## config.mk

```make
export PLATFORM = sky130hd
export DESIGN_NAME = pwm_capture_flat
export DESIGN_NICKNAME = d
export VERILOG_FILES = /design/src/rtl/pwm_capture_pkg.sv /design/src/rtl/pwm_capture_if.sv /design/src/rtl/pwm_capture_sync_edge_detect.sv /design/src/rtl/pwm_capture.sv /design/src/flat_wrapper.sv
export SDC_FILE = /design/constraint.sdc
export NUM_CORES = 1
export LEC_CHECK = 0
export ABC_AREA = 0
export ABC_CLOCK_PERIOD_IN_PS = 2200
export BUFFER_PORTS_ARGS = -buffer_cell sky130_fd_sc_hd__buf_4
export CORE_MARGIN = 4
export CORE_UTILIZATION = 50
export DETAILED_ROUTE_END_ITERATION = 7
export PLACE_DENSITY = 0.71
export SLEW_MARGIN = 20
export SYNTH_ARGS = -nofsm -noshare
export SYNTH_HDL_FRONTEND = slang
export SYNTH_SLANG_ARGS = --single-unit
```

## constraint.sdc

```tcl
create_clock -name iCLK -period 2.2 [get_ports iCLK]
set_input_delay 0.22 -clock iCLK [delete_from_list [all_inputs] [get_ports iCLK]]
set_output_delay 0.22 -clock iCLK [all_outputs]
set_load 0.005 [all_outputs]
```

## src/rtl/pwm_capture_pkg.sv

```systemverilog
// ============================================================================
// pwm_capture_pkg : register map, status/ctrl bit indices and FSM states
// Revision 1.0
// ============================================================================
`default_nettype none

package pwm_capture_pkg;

    typedef logic [1:0] reg_addr_t;

    localparam reg_addr_t ADDR_WIDTH  = 2'd0;
    localparam reg_addr_t ADDR_PERIOD = 2'd1;
    localparam reg_addr_t ADDR_STATUS = 2'd2;
    localparam reg_addr_t ADDR_CTRL   = 2'd3;

    localparam int ST_VALID    = 0;
    localparam int ST_NEW      = 1;
    localparam int ST_TIMEOUT  = 2;

    localparam int CTRL_ENABLE = 0;
    localparam int CTRL_IRQ_EN = 1;

    typedef enum logic [1:0] {
        IDLE = 2'b00,
        HIGH = 2'b01,
        LOW  = 2'b10
    } state_e;

endpackage

`default_nettype wire

```

## src/rtl/pwm_capture_if.sv

```systemverilog
// ============================================================================
// pwm_capture_if : Avalon-MM slave bus bundle for the PWM capture block
// Revision 1.0
// ============================================================================
`default_nettype none

interface pwm_capture_if;
    import pwm_capture_pkg::*;

    reg_addr_t   avs_address;
    logic        avs_read;
    logic        avs_write;
    logic [31:0] avs_writedata;
    logic [31:0] avs_readdata;

    modport master (
        output avs_address,
        output avs_read,
        output avs_write,
        output avs_writedata,
        input  avs_readdata
    );

    modport slave (
        input  avs_address,
        input  avs_read,
        input  avs_write,
        input  avs_writedata,
        output avs_readdata
    );

endinterface

`default_nettype wire

```

## src/rtl/pwm_capture_sync_edge_detect.sv

```systemverilog
// ============================================================================
// sync_edge_detect : multi-flop synchronizer with single-cycle rise/fall pulses
// Revision 1.0
// ============================================================================
`default_nettype none

module sync_edge_detect #(
    parameter int SYNC_STAGES = 2
) (
    input  logic clk_i,
    input  logic rst_ni,
    input  logic d_i,
    output logic rise_o,
    output logic fall_o
);

    generate
        if (SYNC_STAGES < 2) begin : g_bad_stages
            $error("sync_edge_detect: SYNC_STAGES must be at least 2");
        end
    endgenerate

    logic [SYNC_STAGES-1:0] sync_q;
    logic                   prev_q;
    logic [SYNC_STAGES:0]   prime_q;

    // prime_q walks a 1 through the chain so that no edge is reported until
    // prev_q holds a real sample; a pin already high at reset release is not a rise.
    always_ff @(posedge clk_i or negedge rst_ni) begin
        if (!rst_ni) begin
            sync_q  <= '0;
            prev_q  <= 1'b0;
            prime_q <= '0;
        end else begin
            sync_q  <= {sync_q[SYNC_STAGES-2:0], d_i};
            prev_q  <= sync_q[SYNC_STAGES-1];
            prime_q <= {prime_q[SYNC_STAGES-1:0], 1'b1};
        end
    end

    assign rise_o = prime_q[SYNC_STAGES] &  sync_q[SYNC_STAGES-1] & ~prev_q;
    assign fall_o = prime_q[SYNC_STAGES] & ~sync_q[SYNC_STAGES-1] &  prev_q;

endmodule

`default_nettype wire

```

## src/rtl/pwm_capture.sv

```systemverilog
// ============================================================================
// pwm_capture : measures high-time and period of a PWM input, Avalon-MM slave
// Revision 1.0
// ============================================================================
`default_nettype none

module pwm_capture
    import pwm_capture_pkg::*;
#(
    parameter int CNT_W       = 24,
    parameter int TIMEOUT_CYC = 2500000,
    parameter int SYNC_STAGES = 2
) (
    input  logic         iCLK,
    input  logic         iRST_N,
    input  logic         pwm_in,
    pwm_capture_if.slave avs,
    output logic         irq
);

    generate
        if (CNT_W < 1 || CNT_W > 32) begin : g_bad_cnt_w
            $error("pwm_capture: CNT_W must be in 1..32");
        end
        if (TIMEOUT_CYC < 1 || longint'(TIMEOUT_CYC) >= (longint'(1) << CNT_W)) begin : g_bad_timeout
            $error("pwm_capture: TIMEOUT_CYC must be in 1..2^CNT_W-1");
        end
    endgenerate

    localparam logic [CNT_W-1:0] TIMEOUT_VAL = CNT_W'(TIMEOUT_CYC);
    localparam logic [CNT_W-1:0] ONE         = CNT_W'(1);

    logic rise;
    logic fall;

    sync_edge_detect #(
        .SYNC_STAGES (SYNC_STAGES)
    ) u_sync (
        .clk_i  (iCLK),
        .rst_ni (iRST_N),
        .d_i    (pwm_in),
        .rise_o (rise),
        .fall_o (fall)
    );

    state_e           state_q;
    logic [CNT_W-1:0] cnt_period_q, cnt_high_q, hi_cap_q, tcnt_q;
    logic [CNT_W-1:0] width_q, period_q;
    logic             valid_q, new_q, timeout_q, enable_q, irq_en_q, irq_q;
    logic             valid_d, new_d, timeout_d, enable_d, irq_en_d, irq_d;
    logic [31:0]      rdata_q, rdata_d;
    logic [31:0]      status_w;
    logic             publish;
    logic             tmo_hit;
    logic             unused_wdata;

    // A rise always restarts the silence window, so it beats a coincident timeout.
    assign publish = enable_q && (state_q == LOW) && rise;
    assign tmo_hit = enable_q && !rise && (tcnt_q == TIMEOUT_VAL);

    always_ff @(posedge iCLK or negedge iRST_N) begin
        if (!iRST_N) begin
            state_q      <= IDLE;
            cnt_period_q <= '0;
            cnt_high_q   <= '0;
            hi_cap_q     <= '0;
            tcnt_q       <= '0;
            width_q      <= '0;
            period_q     <= '0;
        end else if (!enable_q) begin
            state_q      <= IDLE;
            cnt_period_q <= '0;
            cnt_high_q   <= '0;
            tcnt_q       <= '0;
        end else begin
            tcnt_q <= (rise || tmo_hit) ? ONE : tcnt_q + ONE;
            if (tmo_hit) begin
                state_q      <= IDLE;
                cnt_period_q <= '0;
                cnt_high_q   <= '0;
            end else begin
                case (state_q)
                    IDLE: begin
                        if (rise) begin
                            cnt_period_q <= ONE;
                            cnt_high_q   <= ONE;
                            state_q      <= HIGH;
                        end
                    end
                    HIGH: begin
                        cnt_period_q <= cnt_period_q + ONE;
                        cnt_high_q   <= cnt_high_q + ONE;
                        if (fall) begin
                            hi_cap_q <= cnt_high_q;
                            state_q  <= LOW;
                        end
                    end
                    LOW: begin
                        if (rise) begin
                            width_q      <= hi_cap_q;
                            period_q     <= cnt_period_q;
                            cnt_period_q <= ONE;
                            cnt_high_q   <= ONE;
                            state_q      <= HIGH;
                        end else begin
                            cnt_period_q <= cnt_period_q + ONE;
                        end
                    end
                    default: state_q <= IDLE;
                endcase
            end
        end
    end

    always_comb begin
        status_w               = '0;
        status_w[ST_VALID]     = valid_q;
        status_w[ST_NEW]       = new_q;
        status_w[ST_TIMEOUT]   = timeout_q;
    end

    always_comb begin
        valid_d   = valid_q;
        new_d     = new_q;
        timeout_d = timeout_q;
        enable_d  = enable_q;
        irq_en_d  = irq_en_q;
        rdata_d   = rdata_q;

        // Read mux uses the _q values, so a same-cycle write is not visible yet.
        if (avs.avs_read) begin
            case (avs.avs_address)
                ADDR_WIDTH:  rdata_d = 32'(width_q);
                ADDR_PERIOD: rdata_d = 32'(period_q);
                ADDR_STATUS: rdata_d = status_w;
                ADDR_CTRL:   rdata_d = {30'd0, irq_en_q, enable_q};
                default:     rdata_d = '0;
            endcase
        end

        if (avs.avs_write) begin
            case (avs.avs_address)
                ADDR_STATUS: begin
                    if (avs.avs_writedata[ST_NEW])     new_d     = 1'b0;
                    if (avs.avs_writedata[ST_TIMEOUT]) timeout_d = 1'b0;
                end
                ADDR_CTRL: begin
                    enable_d = avs.avs_writedata[CTRL_ENABLE];
                    irq_en_d = avs.avs_writedata[CTRL_IRQ_EN];
                end
                default: ;
            endcase
        end

        // Hardware events are applied last so they win over a W1C.
        if (publish) begin
            new_d     = 1'b1;
            valid_d   = 1'b1;
            timeout_d = 1'b0;
        end
        if (tmo_hit) begin
            timeout_d = 1'b1;
            valid_d   = 1'b0;
        end

        irq_d = irq_en_q & (new_q | timeout_q);
    end

    always_ff @(posedge iCLK or negedge iRST_N) begin
        if (!iRST_N) begin
            valid_q   <= 1'b0;
            new_q     <= 1'b0;
            timeout_q <= 1'b0;
            enable_q  <= 1'b1;
            irq_en_q  <= 1'b0;
            rdata_q   <= '0;
            irq_q     <= 1'b0;
        end else begin
            valid_q   <= valid_d;
            new_q     <= new_d;
            timeout_q <= timeout_d;
            enable_q  <= enable_d;
            irq_en_q  <= irq_en_d;
            rdata_q   <= rdata_d;
            irq_q     <= irq_d;
        end
    end

    assign avs.avs_readdata = rdata_q;
    assign irq              = irq_q;
    assign unused_wdata     = ^avs.avs_writedata[31:3];

endmodule

`default_nettype wire

```

## src/flat_wrapper.sv

```systemverilog
// flat-port wrapper written by rule: the top's interface ports become plain ports
module pwm_capture_flat import pwm_capture_pkg::*;
#(
    parameter int CNT_W       = 24,
    parameter int TIMEOUT_CYC = 2500000,
    parameter int SYNC_STAGES = 2
)
  (iCLK, iRST_N, pwm_in, irq, avs_avs_address, avs_avs_read, avs_avs_write, avs_avs_writedata, avs_avs_readdata);
  pwm_capture_if avs_i ();
  input  logic iCLK;
  input  logic iRST_N;
  input  logic pwm_in;
  output logic irq;
  input wire logic [$bits(avs_i.avs_address)-1:0] avs_avs_address;
  input wire logic [$bits(avs_i.avs_read)-1:0] avs_avs_read;
  input wire logic [$bits(avs_i.avs_write)-1:0] avs_avs_write;
  input wire logic [$bits(avs_i.avs_writedata)-1:0] avs_avs_writedata;
  output wire logic [$bits(avs_i.avs_readdata)-1:0] avs_avs_readdata;
  assign avs_i.avs_address = avs_avs_address;
  assign avs_i.avs_read = avs_avs_read;
  assign avs_i.avs_write = avs_avs_write;
  assign avs_i.avs_writedata = avs_avs_writedata;
  assign avs_avs_readdata = avs_i.avs_readdata;
  pwm_capture #(.CNT_W(CNT_W), .TIMEOUT_CYC(TIMEOUT_CYC), .SYNC_STAGES(SYNC_STAGES)) u_core (.iCLK(iCLK), .iRST_N(iRST_N), .pwm_in(pwm_in), .avs(avs_i), .irq(irq));
endmodule
```

==> Word level (Yosys, flattened, before mapping) <==
Cells that the tools add are included.
W data, S select, Z words.
{ "classes": {"n_addsub": 3, "n_mul": 0, "div_mod_pow": 0, "n_lt_le_gt_ge": 0, "eq_ne": 11, "shifts": 0, "n_mux": 27, "n_bitwise": 9, "n_reduce_logical": 24} }
{ "ops": {"columns": ["cell", "count"], "rows": [
  ["$mux W24", 8],
  ["$pmux W32 S4", 1],
  ["$add A24 B1 Y24 const B", 3],
  ["$pmux W24 S3", 1],
  ["$pmux W24 S2", 1],
  ["$eq A24 B22 Y1 const B", 1],
  ["$ne A4 B3 Y1 const B", 3],
  ["$mux W1", 11],
  ["$reduce_bool A3 Y1", 3],
  ["$mux W2", 4],
  ["$reduce_and A2 Y1", 4],
  ["$reduce_and A4 Y1", 2],
  ["$reduce_bool A2 Y1", 4],
  ["$eq A2 B2 Y1 const B", 3],
  ["$reduce_and A3 Y1", 2],
  ["$and A1 B1 Y1", 5],
  ["$ne A5 B5 Y1 const B", 1],
  ["$eq A2 B1 Y1 const B", 2],
  ["$logic_and A1 B1 Y1", 4],
  ["$logic_not A2 Y1", 2],
  ["$ne A4 B4 Y1 const B", 1],
  ["$pmux W2 S2", 1],
  ["$not A1 Y1", 3],
  ["$reduce_or A2 Y1", 1],
  ["other kinds (3)", 3]
]} }
{ "totals": {"register_bits": 190, "latchBits": 0, "ramBits": 0, "mem_bits_ro": 0, "output_inout_bits": 33, "word_cells": 91, "memories": 0} }

==> Logic depth before layout (Yosys ltp) <==
Gate-level depths: netlist (run 1).
{ "logic_depth": {"depth_word": 8, "depth_mapped": 9, "mapped_depth_nobuf": 7} }

==> By module <==
Synthesis (run 1) repeated with hierarchy kept, for this count alone.
{ "unflattened": {"hier_cells": 780, "hier_area_um2": 8444.3} }
{ "by_module_without_submodules": {"columns": ["module", "n_inst", "cells_each", "area_each_um2", "seq_area_each_um2"], "rows": [
  ["pwm_capture", 1, 771, 8272.9, 4405.5],
  ["sync_edge_detect", 1, 9, 171.4, 150.1]
]} }

==> Worst setup path after synthesis (run 1) <==
Ideal clock, no wire load.
{ "synth_timing": {"kind": "reg-to-reg", "start": "register u_core.tcnt_q[0]", "end": "register u_core.hi_cap_q[10]", "setup_ps": 128, "arrival_ps": 2065, "required_ps": 2072, "slack_ps": 7, "path_stages_with_launch": 9, "path_cell_list": "dfrtp_1 > inv_1 > ha_1 > nor4bb_1 > nand3_1 > o41ai_4 > nor2_2 > buf_2 > mux2_1"} }
{ "synth_between": {"elab_chain_len": 4} }
{ "synth_lines": {"columns": ["item", "line_no", "text"], "rows": [
  ["start: declaration", "pwm_capture.sv:47", "logic [CNT_W-1:0] cnt_period_q, cnt_high_q, hi_cap_q, tcnt_q;"],
  ["start signal: assignment", "pwm_capture.sv:76", "tcnt_q <= (rise || tmo_hit) ? ONE : tcnt_q + ONE;"],
  ["$eq A24 B22 Y1", "pwm_capture.sv:59", "assign tmo_hit = enable_q && !rise && (tcnt_q == TIMEOUT_VAL);"],
  ["$logic_and A1 B1 Y1", "pwm_capture.sv:59", null],
  ["$not A1 Y1 (no line)", null, null],
  ["$reduce_and A4 Y1 (no line)", null, null],
  ["end signal: assignment", "pwm_capture.sv:94", "hi_cap_q <= cnt_high_q;"],
  ["end: declaration", "pwm_capture.sv:47", null]
]} }
Every way passes these cells.
A chain may end at the register's enable or synchronous reset.

==> Worst setup path after layout (run 1) <==
{ "layout_timing": {"start": "register u_core.tcnt_q[0]", "end": "register u_core.tcnt_q[7]"} }
{ "layout_between": {"elab_chain_len": 5} }
{ "layout_lines": {"columns": ["item", "line_no", "text"], "rows": [
  ["parallel branches: the longest is 3 deep, another holds $add A24 B1 Y24", null, null],
  ["$mux W24 *", "pwm_capture.sv:76", null],
  ["$mux W24 *", "pwm_capture.sv:70", "end else if (!enable_q) begin"]
]} }
Mark *: on every way between the ends.

==> impl_results.html, run 1 <==
<table>
<tr><th>Metric</th><th>Value</th></tr>
<tr><th colspan="2">Run status</th></tr>
<tr><td>Status</td><td>finished clean</td></tr>
<tr><th colspan="2">Worst setup path</th></tr>
<tr><td>Type of destination of the critical path</td><td>flip-flop</td></tr>
<tr><td>Largest fanout on the critical path</td><td>23</td></tr>
<tr><td>Sort of element at the start of the critical path</td><td>flip-flop</td></tr>
<tr><td>Required time worst endpoint</td><td>2.52 ns</td></tr>
<tr><td>Critical path data arrival time</td><td>2.46 ns</td></tr>
<tr><td>Type of the worst setup path</td><td>reg -&gt; reg</td></tr>
<tr><th colspan="2">Detailed routing</th></tr>
<tr><td>Antenna viol nets, final</td><td>0</td></tr>
<tr><td>Sum of routed wire length over all layers</td><td>19700 um</td></tr>
<tr><td>Post-DR wirelength/cell</td><td>18.1 um</td></tr>
<tr><td>DR DRC count</td><td>0</td></tr>
<tr><td>Via/cell ratio</td><td>5.92</td></tr>
<tr><td>DRC violation total after the first TritonRoute iteration</td><td>580</td></tr>
<tr><td>Vias post-DR</td><td>6424</td></tr>
<tr><td>Pre-antenna DRT Iters</td><td>5</td></tr>
<tr><th colspan="2">Clock network</th></tr>
<tr><td>Clock latency on the worst-skew pair</td><td>0.44 ns</td></tr>
<tr><td>Num Clock Sinks</td><td>182</td></tr>
<tr><td>Number of buffers created by CTS</td><td>17</td></tr>
<tr><td>Clock transition at the register clock pins on the worst setup and hold paths after CTS</td><td>0.07 ns</td></tr>
<tr><td>Worst-case clock buffer depth</td><td>2</td></tr>
<tr><td>TritonCTS clock tree</td><td>yes</td></tr>
<tr><td>Total number of H-tree levels</td><td>4</td></tr>
<tr><td>Clock root buffer master</td><td>sky130_fd_sc_hd__clkbuf_16</td></tr>
<tr><th colspan="2">Global routing</th></tr>
<tr><td>First-pass GRT wire length</td><td>32800 um</td></tr>
<tr><td>Number of global-route vias before repair</td><td>6499</td></tr>
<tr><td>Maximum number of pins on one net before global-route repair</td><td>54</td></tr>
<tr><td>Number of antenna violations at the first check in global routing</td><td>0</td></tr>
<tr><td>Total grt overflow</td><td>0</td></tr>
<tr><td>Overall track demand over capacity in global routing</td><td>0.208</td></tr>
<tr><th colspan="2">Yosys</th></tr>
<tr><td>Yosys top cell area share</td><td>0.531</td></tr>
<tr><td>Library cell occupying the most area in the post-synthesis netlist</td><td>sky130_fd_sc_hd__dfrtp_1</td></tr>
<tr><td>Sequential-to-total area share from yosys stat</td><td>0.534</td></tr>
<tr><td>Number of enable-type register cells in the synthesized netlist</td><td>0</td></tr>
<tr><td>Yosys warning total</td><td>0</td></tr>
<tr><td>Syn_area_per_cell</td><td>10.9 um2</td></tr>
<tr><td>Share of async-settable or async-resettable flops after synthesis</td><td>1.00</td></tr>
<tr><td>Largest cells by area after synthesis</td><td>sky130_fd_sc_hd__dfrtp_1 (53%), sky130_fd_sc_hd__mux2_2 (7.5%), sky130_fd_sc_hd__mux2i_1 (2.7%)</td></tr>
<tr><td>Top FF cell, synth</td><td>sky130_fd_sc_hd__dfrtp_1</td></tr>
<tr><td>Number of register bits inferred by synthesis</td><td>182</td></tr>
<tr><td>Syn Std Cell Area</td><td>0.00853 mm2</td></tr>
<tr><td>Number of standard cells after synthesis</td><td>784</td></tr>
<tr><td>Count of unique library cells instantiated by Yosys</td><td>58</td></tr>
<tr><th colspan="2">Layout</th></tr>
<tr><td>Diode insertion count for antenna repair</td><td>0</td></tr>
<tr><td>Fraction of layout cells with a size suffix above 1</td><td>0.240</td></tr>
<tr><td>Fillcell total</td><td>1285</td></tr>
<tr><td>Layout-stage area growth over the synthesis result</td><td>18.3%</td></tr>
<tr><td>Final core utilization</td><td>0.606</td></tr>
<tr><td>Commonest cells after routing, fill and taps aside</td><td>sky130_fd_sc_hd__dfrtp_1 (180), sky130_fd_sc_hd__buf_4 (86), sky130_fd_sc_hd__mux2_2 (57)</td></tr>
<tr><td>Leading cell type in the layout, fill and taps excluded</td><td>sky130_fd_sc_hd__dfrtp_1</td></tr>
<tr><td>Post-route insts no fill</td><td>1085</td></tr>
<tr><td>Number of nets in the layout</td><td>901</td></tr>
<tr><th colspan="2">STA</th></tr>
<tr><td>Final-report setup violation count</td><td>0</td></tr>
<tr><td>Slack of the critical path</td><td>0.0644 ns</td></tr>
<tr><td>Final min period</td><td>2.14 ns</td></tr>
<tr><td>Setup repair after global routing missed its margin</td><td>yes</td></tr>
<tr><td>Fin Setup TNS</td><td>0 ns</td></tr>
<tr><td>Top achievable clock speed</td><td>468 MHz</td></tr>
<tr><td>Transition time at the pin with the least slew margin</td><td>0.954 ns</td></tr>
<tr><td>Final Max Tran Viols</td><td>0</td></tr>
<tr><td>Fin. Hold Viols</td><td>0</td></tr>
<tr><td>Maximum clock skew at final layout</td><td>0.0101 ns</td></tr>
<tr><td>Tcrit/Tclk final</td><td>0.971</td></tr>
<tr><td>Max_slew headroom</td><td>0.364</td></tr>
<tr><th colspan="2">Placed design</th></tr>
<tr><td>Count of buffers from port buffering</td><td>34</td></tr>
<tr><td>Worst slack, placed</td><td>-0.161 ns</td></tr>
<tr><td>Dpl cells</td><td>1044</td></tr>
<tr><td>Placer congestion estimate</td><td>0.827</td></tr>
<tr><td>Half-perimeter wire length of the detailed placement result</td><td>13100 um</td></tr>
<tr><th colspan="2">Floorplanning</th></tr>
<tr><td>Core Region</td><td>0.0166 mm2</td></tr>
<tr><td>Die Footprint</td><td>0.0192 mm2</td></tr>
<tr><td>I/O pins</td><td>72</td></tr>
<tr><td>Chip height</td><td>139 um</td></tr>
<tr><td>Number of placement rows</td><td>47</td></tr>
<tr><td>Overall die width</td><td>139 um</td></tr>
<tr><td>Initial Util</td><td>0.512</td></tr>
<tr><th colspan="2">Power and ir drop</th></tr>
<tr><td>Maximum vdd ir drop</td><td>0.495 mV</td></tr>
<tr><td>Leakage power figure</td><td>0.00453 uW</td></tr>
<tr><td>Power consumption</td><td>7290 uW</td></tr>
<tr><td>Power per unit of standard cell area</td><td>723 mW/mm2</td></tr>
<tr><th colspan="2">Worst hold path</th></tr>
<tr><td>Path category of the worst min-delay check</td><td>in -&gt; reg</td></tr>
<tr><th colspan="2">Flow run</th></tr>
<tr><td>Max-cap violation count</td><td>0</td></tr>
</table>
cell families after synthesis:
logic type / share of synthesized area
other: 0.000881
AO/OA/AOI/OAI: 0.106
buffers and inverters: 0.0425
multiplexers: 0.134
adder cells (fa/ha/maj): 0.0132
AND/OR/NAND/NOR: 0.146
flip-flops: 0.534
XOR/XNOR: 0.0226
through the flow:
| step | cell area (um2) | hold WS [ns] |
|---|---|---|
| after floorplan | 8550 | -0.0756 |
| after global placement | 9310 | 0.208 |
| after detailed placement | 9310 | 0.214 |
| after CTS | 9970 | 0.0188 |
| after global routing | 10100 | 0.0205 |
| final | 10100 | 0.0340 |
routing by layer:
layer,global-route usage,part of all wire
met5,0,0
met4,0.0712,0.019
met3,0.0441,0.046
met2,0.352,0.51
met1,0.269,0.43
flip-flops by register name, summed over array words and instances (netlist names):
| signal | cells |
|---|---|
| u_core.cnt_high_q | 24 |
| u_core.hi_cap_q | 24 |
| u_core.tcnt_q | 24 |
| u_core.irq_en_q | 1 |
| u_core.width_q | 24 |
| u_core.timeout_q | 1 |
| u_core.period_q | 24 |
| u_core.new_q | 1 |
| u_core.u_sync.prime_q | 3 |
| u_core.u_sync.sync_q | 2 |
| u_core.irq | 1 |
| u_core.u_sync.prev_q | 1 |
| u_core.state_q | 2 |
| u_core.enable_q | 1 |
| u_core.valid_q | 1 |
| u_core.cnt_period_q | 24 |
| u_core.avs.avs_readdata | 24 |
repair_timing:
item	4_1_cts	5_1_grt
setup buffers	1	7
hold buffers	2	0
hold endpoints to repair	50	0
pin swaps	2	5
gates resized for setup	6	15
setup endpoints to repair	32	54
power by group:
part           switching [uW]  internal (uW)
Sequential               40.5           3390
Clock                    1330           1830
Combinational             438            257
Total                    1810           5480
area by class of cell:
| cell class | count | area, um2 | area share |
|---|---|---|---|
| inverters | 36 | 138 | 0.0136 |
| multi-input cells | 522 | 3730 | 0.369 |
| repair buffers | 94 | 777 | 0.0770 |
| clock buffers | 19 | 443 | 0.0439 |
| clock inverters | 12 | 171 | 0.0170 |
| flip-flops and latches | 182 | 4560 | 0.452 |
| well taps | 220 | 275 | 0.0273 |
synth_stat cells, types with 6 or more instances:
master and count:
sky130_fd_sc_hd__clkbuf_1 37, sky130_fd_sc_hd__nor2_1 58, sky130_fd_sc_hd__nor3_1 8, sky130_fd_sc_hd__a311oi_1 9, sky130_fd_sc_hd__or3_1 11, sky130_fd_sc_hd__o21ai_0 21
sky130_fd_sc_hd__nand2_1 46, sky130_fd_sc_hd__and3_1 11, sky130_fd_sc_hd__nand4_1 22, sky130_fd_sc_hd__buf_4 8, sky130_fd_sc_hd__mux2i_1 23, sky130_fd_sc_hd__mux2_2 57
sky130_fd_sc_hd__o22ai_1 21, sky130_fd_sc_hd__inv_1 36, sky130_fd_sc_hd__a21oi_1 44, sky130_fd_sc_hd__o211ai_1 12, sky130_fd_sc_hd__xor2_1 17, sky130_fd_sc_hd__a31oi_1 11
sky130_fd_sc_hd__nand3b_1 6, sky130_fd_sc_hd__mux2_1 20, sky130_fd_sc_hd__nor4_1 8, sky130_fd_sc_hd__nand3_1 37, sky130_fd_sc_hd__dfrtp_1 181, sky130_fd_sc_hd__ha_1 9
worst max-delay path: stages (launching register included):
cell                       delay [ns]
sky130_fd_sc_hd__dfrtp_1         0.39
sky130_fd_sc_hd__inv_1           0.06
sky130_fd_sc_hd__ha_1            0.14
sky130_fd_sc_hd__nor4bb_2        0.28
sky130_fd_sc_hd__nand3_1         0.18
sky130_fd_sc_hd__or4_1           0.59
sky130_fd_sc_hd__nand3_1         0.15
sky130_fd_sc_hd__buf_12          0.17
sky130_fd_sc_hd__nor2_1          0.07
path summary, 6_finish.rpt:
check | cells past startpoint | endpoint | slack (ns) | from
min in group asynchronous | 2 | u_core.avs.avs_readdata[5] | 0.31 | iRST_N
max | 8 | u_core.tcnt_q[7] | 0.06 | u_core.tcnt_q[0]
min | 2 | u_core.irq_en_q | 0.03 | avs_avs_writedata[1]
max in group asynchronous | 3 | u_core.avs.avs_readdata[6] | 1.19 | iRST_N
max reg2reg | 8 | u_core.tcnt_q[7] | 0.06 | u_core.tcnt_q[0]
min reg2reg | 0 | u_core.u_sync.prime_q[2] | 0.35 | u_core.u_sync.prime_q[1]
Note: power is estimated with default switching activity, not from simulation.
==> run 2, diff against run 1 <==
- SYNTH_HIERARCHICAL: default -> 1
==> run 2 against run 1 <==
  * The flow now finishes with violations (setup timing)
  * First-iteration DRC count up 7.1%
  * Combinational power up 110%
  * Maximum frequency down 16%
  * Clock power down 7.6%
  * Sequential power up 2%
  * Largest power group unchanged
==> impl_results.html, run 2 <==
<table>
<tr><th>Metric</th><th>Value</th></tr>
<tr><th colspan="2">STA</th></tr>
<tr><td>Fin Setup TNS</td><td>-22.00 ns</td></tr>
<tr><td>Slack of the critical path</td><td>-0.352 ns</td></tr>
<tr><td>Fin. Hold Viols</td><td>0</td></tr>
<tr><td>Top achievable clock speed</td><td>392 MHz</td></tr>
<tr><td>Max_slew headroom</td><td>0.478</td></tr>
<tr><td>Final Max Tran Viols</td><td>0</td></tr>
<tr><td>Maximum clock skew at final layout</td><td>0.0133 ns</td></tr>
<tr><td>Final min period</td><td>2.55 ns</td></tr>
<tr><td>Tcrit/Tclk final</td><td>1.16</td></tr>
<tr><td>Final-report setup violation count</td><td>98</td></tr>
<tr><td>Transition time at the pin with the least slew margin</td><td>0.781 ns</td></tr>
<tr><td>Setup repair after global routing missed its margin</td><td>yes</td></tr>
<tr><th colspan="2">Yosys</th></tr>
<tr><td>Largest cells by area after synthesis</td><td>sky130_fd_sc_hd__dfrtp_1 (54%), sky130_fd_sc_hd__mux2_2 (10%), sky130_fd_sc_hd__mux2i_1 (3.0%)</td></tr>
<tr><td>Share of async-settable or async-resettable flops after synthesis</td><td>1.00</td></tr>
<tr><td>Syn_area_per_cell</td><td>10.8 um2</td></tr>
<tr><td>Top FF cell, synth</td><td>sky130_fd_sc_hd__dfrtp_1</td></tr>
<tr><td>Library cell occupying the most area in the post-synthesis netlist</td><td>sky130_fd_sc_hd__dfrtp_1</td></tr>
<tr><td>Number of register bits inferred by synthesis</td><td>182</td></tr>
<tr><td>Number of standard cells after synthesis</td><td>780</td></tr>
<tr><td>Post-synth top cells</td><td>sky130_fd_sc_hd__dfrtp_1 (181), sky130_fd_sc_hd__mux2_2 (76), sky130_fd_sc_hd__nor2_1 (62), sky130_fd_sc_hd__a21oi_1 (41), sky130_fd_sc_hd__nand2_1 (41)</td></tr>
<tr><td>Sequential-to-total area share from yosys stat</td><td>0.539</td></tr>
<tr><td>Yosys warning total</td><td>6</td></tr>
<tr><td>Number of enable-type register cells in the synthesized netlist</td><td>0</td></tr>
<tr><td>Syn Std Cell Area</td><td>0.00844 mm2</td></tr>
<tr><td>Count of unique library cells instantiated by Yosys</td><td>55</td></tr>
<tr><td>Most instantiated library cell after synthesis</td><td>sky130_fd_sc_hd__dfrtp_1</td></tr>
<tr><td>Yosys top cell area share</td><td>0.536</td></tr>
<tr><th colspan="2">Power and ir drop</th></tr>
<tr><td>Power per unit of standard cell area</td><td>751 mW/mm2</td></tr>
<tr><td>Power consumption</td><td>7870 uW</td></tr>
<tr><td>Leakage power figure</td><td>0.00473 uW</td></tr>
<tr><td>Maximum vdd ir drop</td><td>0.411 mV</td></tr>
<tr><th colspan="2">Placed design</th></tr>
<tr><td>Count of buffers from port buffering</td><td>34</td></tr>
<tr><td>Placer congestion estimate</td><td>0.826</td></tr>
<tr><td>Dpl cells</td><td>1037</td></tr>
<tr><td>Half-perimeter wire length of the detailed placement result</td><td>13200 um</td></tr>
<tr><td>Worst slack, placed</td><td>-0.292 ns</td></tr>
<tr><th colspan="2">Clock network</th></tr>
<tr><td>Clock latency on the worst-skew pair</td><td>0.43 ns</td></tr>
<tr><td>Total number of H-tree levels</td><td>4</td></tr>
<tr><td>Clock root buffer master</td><td>sky130_fd_sc_hd__clkbuf_16</td></tr>
<tr><td>Number of buffers created by CTS</td><td>17</td></tr>
<tr><td>TritonCTS clock tree</td><td>yes</td></tr>
<tr><td>Worst-case clock buffer depth</td><td>2</td></tr>
<tr><td>Num Clock Sinks</td><td>182</td></tr>
<tr><td>Clock transition at the register clock pins on the worst setup and hold paths after CTS</td><td>0.07 ns</td></tr>
<tr><th colspan="2">Global routing</th></tr>
<tr><td>Overall track demand over capacity in global routing</td><td>0.226</td></tr>
<tr><td>First-pass GRT wire length</td><td>33400 um</td></tr>
<tr><td>Total grt overflow</td><td>0</td></tr>
<tr><td>Number of global-route vias before repair</td><td>6489</td></tr>
<tr><td>Number of antenna violations at the first check in global routing</td><td>0</td></tr>
<tr><td>Maximum number of pins on one net before global-route repair</td><td>66</td></tr>
<tr><th colspan="2">Worst setup path</th></tr>
<tr><td>CP cell instances</td><td>or4bb_1 -&gt; or4_4 -&gt; o211a_4 -&gt; clkbuf_16 -&gt; o21ai_0 -&gt; a21oi_2</td></tr>
<tr><td>Required time worst endpoint</td><td>2.51 ns</td></tr>
<tr><td>Slowest-stage cell, CP</td><td>sky130_fd_sc_hd__or4_4</td></tr>
<tr><td>Sort of element at the start of the critical path</td><td>flip-flop</td></tr>
<tr><td>Crit path largest cell delay</td><td>0.58 ns</td></tr>
<tr><td>Largest fanout on the critical path</td><td>8</td></tr>
<tr><td>Critical path data arrival time</td><td>2.86 ns</td></tr>
<tr><td>Type of destination of the critical path</td><td>flip-flop</td></tr>
<tr><td>Type of the worst setup path</td><td>reg -&gt; reg</td></tr>
<tr><th colspan="2">Layout</th></tr>
<tr><td>Number of nets in the layout</td><td>901</td></tr>
<tr><td>Fillcell total</td><td>1231</td></tr>
<tr><td>Sequential cell area in the final layout</td><td>0.00456 mm2</td></tr>
<tr><td>Commonest cells after routing, fill and taps aside</td><td>sky130_fd_sc_hd__dfrtp_1 (181), sky130_fd_sc_hd__buf_4 (72), sky130_fd_sc_hd__nor2_1 (60)</td></tr>
<tr><td>Combined area of the multi-input logic cells</td><td>0.00391 mm2</td></tr>
<tr><td>Post-route insts no fill</td><td>1086</td></tr>
<tr><td>Fraction of layout cells with a size suffix above 1</td><td>0.297</td></tr>
<tr><td>Leading cell type in the layout, fill and taps excluded</td><td>sky130_fd_sc_hd__dfrtp_1</td></tr>
<tr><td>Layout-stage area growth over the synthesis result</td><td>24.0%</td></tr>
<tr><td>Diode insertion count for antenna repair</td><td>0</td></tr>
<tr><th colspan="2">Detailed routing</th></tr>
<tr><td>Sum of routed wire length over all layers</td><td>21700 um</td></tr>
<tr><td>Antenna viol nets, final</td><td>0</td></tr>
<tr><td>Post-DR wirelength/cell</td><td>20.0 um</td></tr>
<tr><td>Pre-antenna DRT Iters</td><td>5</td></tr>
<tr><td>Via/cell ratio</td><td>6.08</td></tr>
<tr><td>Vias post-DR</td><td>6606</td></tr>
<tr><td>DRC violation total after the first TritonRoute iteration</td><td>621</td></tr>
<tr><td>DR DRC count</td><td>0</td></tr>
<tr><th colspan="2">Floorplanning</th></tr>
<tr><td>Initial Util</td><td>0.509</td></tr>
<tr><td>Core Region</td><td>0.0166 mm2</td></tr>
<tr><td>Die Footprint</td><td>0.0190 mm2</td></tr>
<tr><td>Overall die width</td><td>138 um</td></tr>
<tr><td>Number of placement rows</td><td>47</td></tr>
<tr><td>I/O pins</td><td>72</td></tr>
<tr><td>Chip height</td><td>138 um</td></tr>
<tr><th colspan="2">Worst hold path</th></tr>
<tr><td>Path category of the worst min-delay check</td><td>in -&gt; reg</td></tr>
<tr><th colspan="2">Flow run</th></tr>
<tr><td>Max-cap violation count</td><td>0</td></tr>
<tr><th colspan="2">Run status</th></tr>
<tr><td>Status</td><td>finished, violations left</td></tr>
<tr><td>Violated checks</td><td>setup timing</td></tr>
</table>
run 2: cell count changes after synthesis, sizes merged, moves of 7 or more:
cell    delta
a31oi      +7
xor2       -9
o21ai     +11
nand4      -8
a311oi     -9
xnor2      +9
run 2: path summary, 6_finish.rpt:
check	to	slack, ns	start	cells after the start
worst max-delay path	u_core/cnt_high_q[6]	-0.35	u_core/enable_q	6
worst min-delay path	u_core/enable_q	0.04	avs_avs_writedata[0]	2
worst max register to register	u_core/cnt_high_q[6]	-0.35	u_core/enable_q	6
worst min register to register	u_core/u_sync/prime_q[1]	0.35	u_core/u_sync/prime_q[0]	0
max in group asynchronous	u_core/enable_q	1.04	iRST_N	3
min in group asynchronous	u_core/irq	0.30	iRST_N	2
run 2: stage by stage:
step	cell area, um2	hold slack [ns]	utilization
2_1_floorplan	8590	-0.0756	-
3_3_place_gp	9260	0.176	0.558
3_5_place_dp	9260	0.182	0.558
4_1_cts	10200	0.0190	0.615
5_1_grt	10500	0.0354	0.631
6_report	10500	0.0388	0.631
run 2: per-layer routing:
layer | wire length [um] | track usage
met1 | 9090 | 0.305
met2 | 10600 | 0.364
met3 | 1390 | 0.0410
met4 | 646 | 0.0933
met5 | 0 | 0
run 2: timing repair:
action / 4_1_cts / 5_1_grt
buffers inserted: 6 / 4
gates resized for setup: 34 / 49
hold endpoints to repair: 47 / 0
pin swaps: 7 / 6
hold buffers: 2 / 0
cloned: 6 / 5
endpoints found under the setup margin: 97 / 99
run 2: worst max-delay path: cells and delay by family (launching register included):
family / cells / cell delay, ns
buffers and inverters: 1 / 0.17
AO/OA/AOI/OAI: 3 / 0.76
flip-flops: 1 / 0.52
AND/OR/NAND/NOR: 2 / 0.98
run 2: final cells by class:
type | count | area share
Sequential cell | 182 | 0.435
Multi-Input combinational cell | 521 | 0.373
Timing Repair Buffer | 98 | 0.0994
Clock buffer | 19 | 0.0423
Tap cell | 220 | 0.0263
Inverter | 34 | 0.0122
Clock inverter | 12 | 0.0116
run 2: cell families after synthesis:
| group | synth area share |
|---|---|
| multiplexers | 0.136 |
| flip-flops | 0.539 |
| adder cells (fa/ha/maj) | 0.0119 |
| other | 0.000889 |
| XOR/XNOR | 0.0228 |
| buffers and inverters | 0.0421 |
| AND/OR/NAND/NOR | 0.152 |
| AO/OA/AOI/OAI | 0.0945 |
run 2: where the power goes:
| group | total (uW) | leakage, uW | switching, uW | internal (uW) |
|---|---|---|---|---|
| clock | 2930 | 0.000268 | 1320 | 1600 |
| sequential | 3490 | 0.00252 | 65.1 | 3420 |
| combinational | 1450 | 0.00195 | 849 | 605 |
| total | 7870 | 0.00473 | 2240 | 5630 |
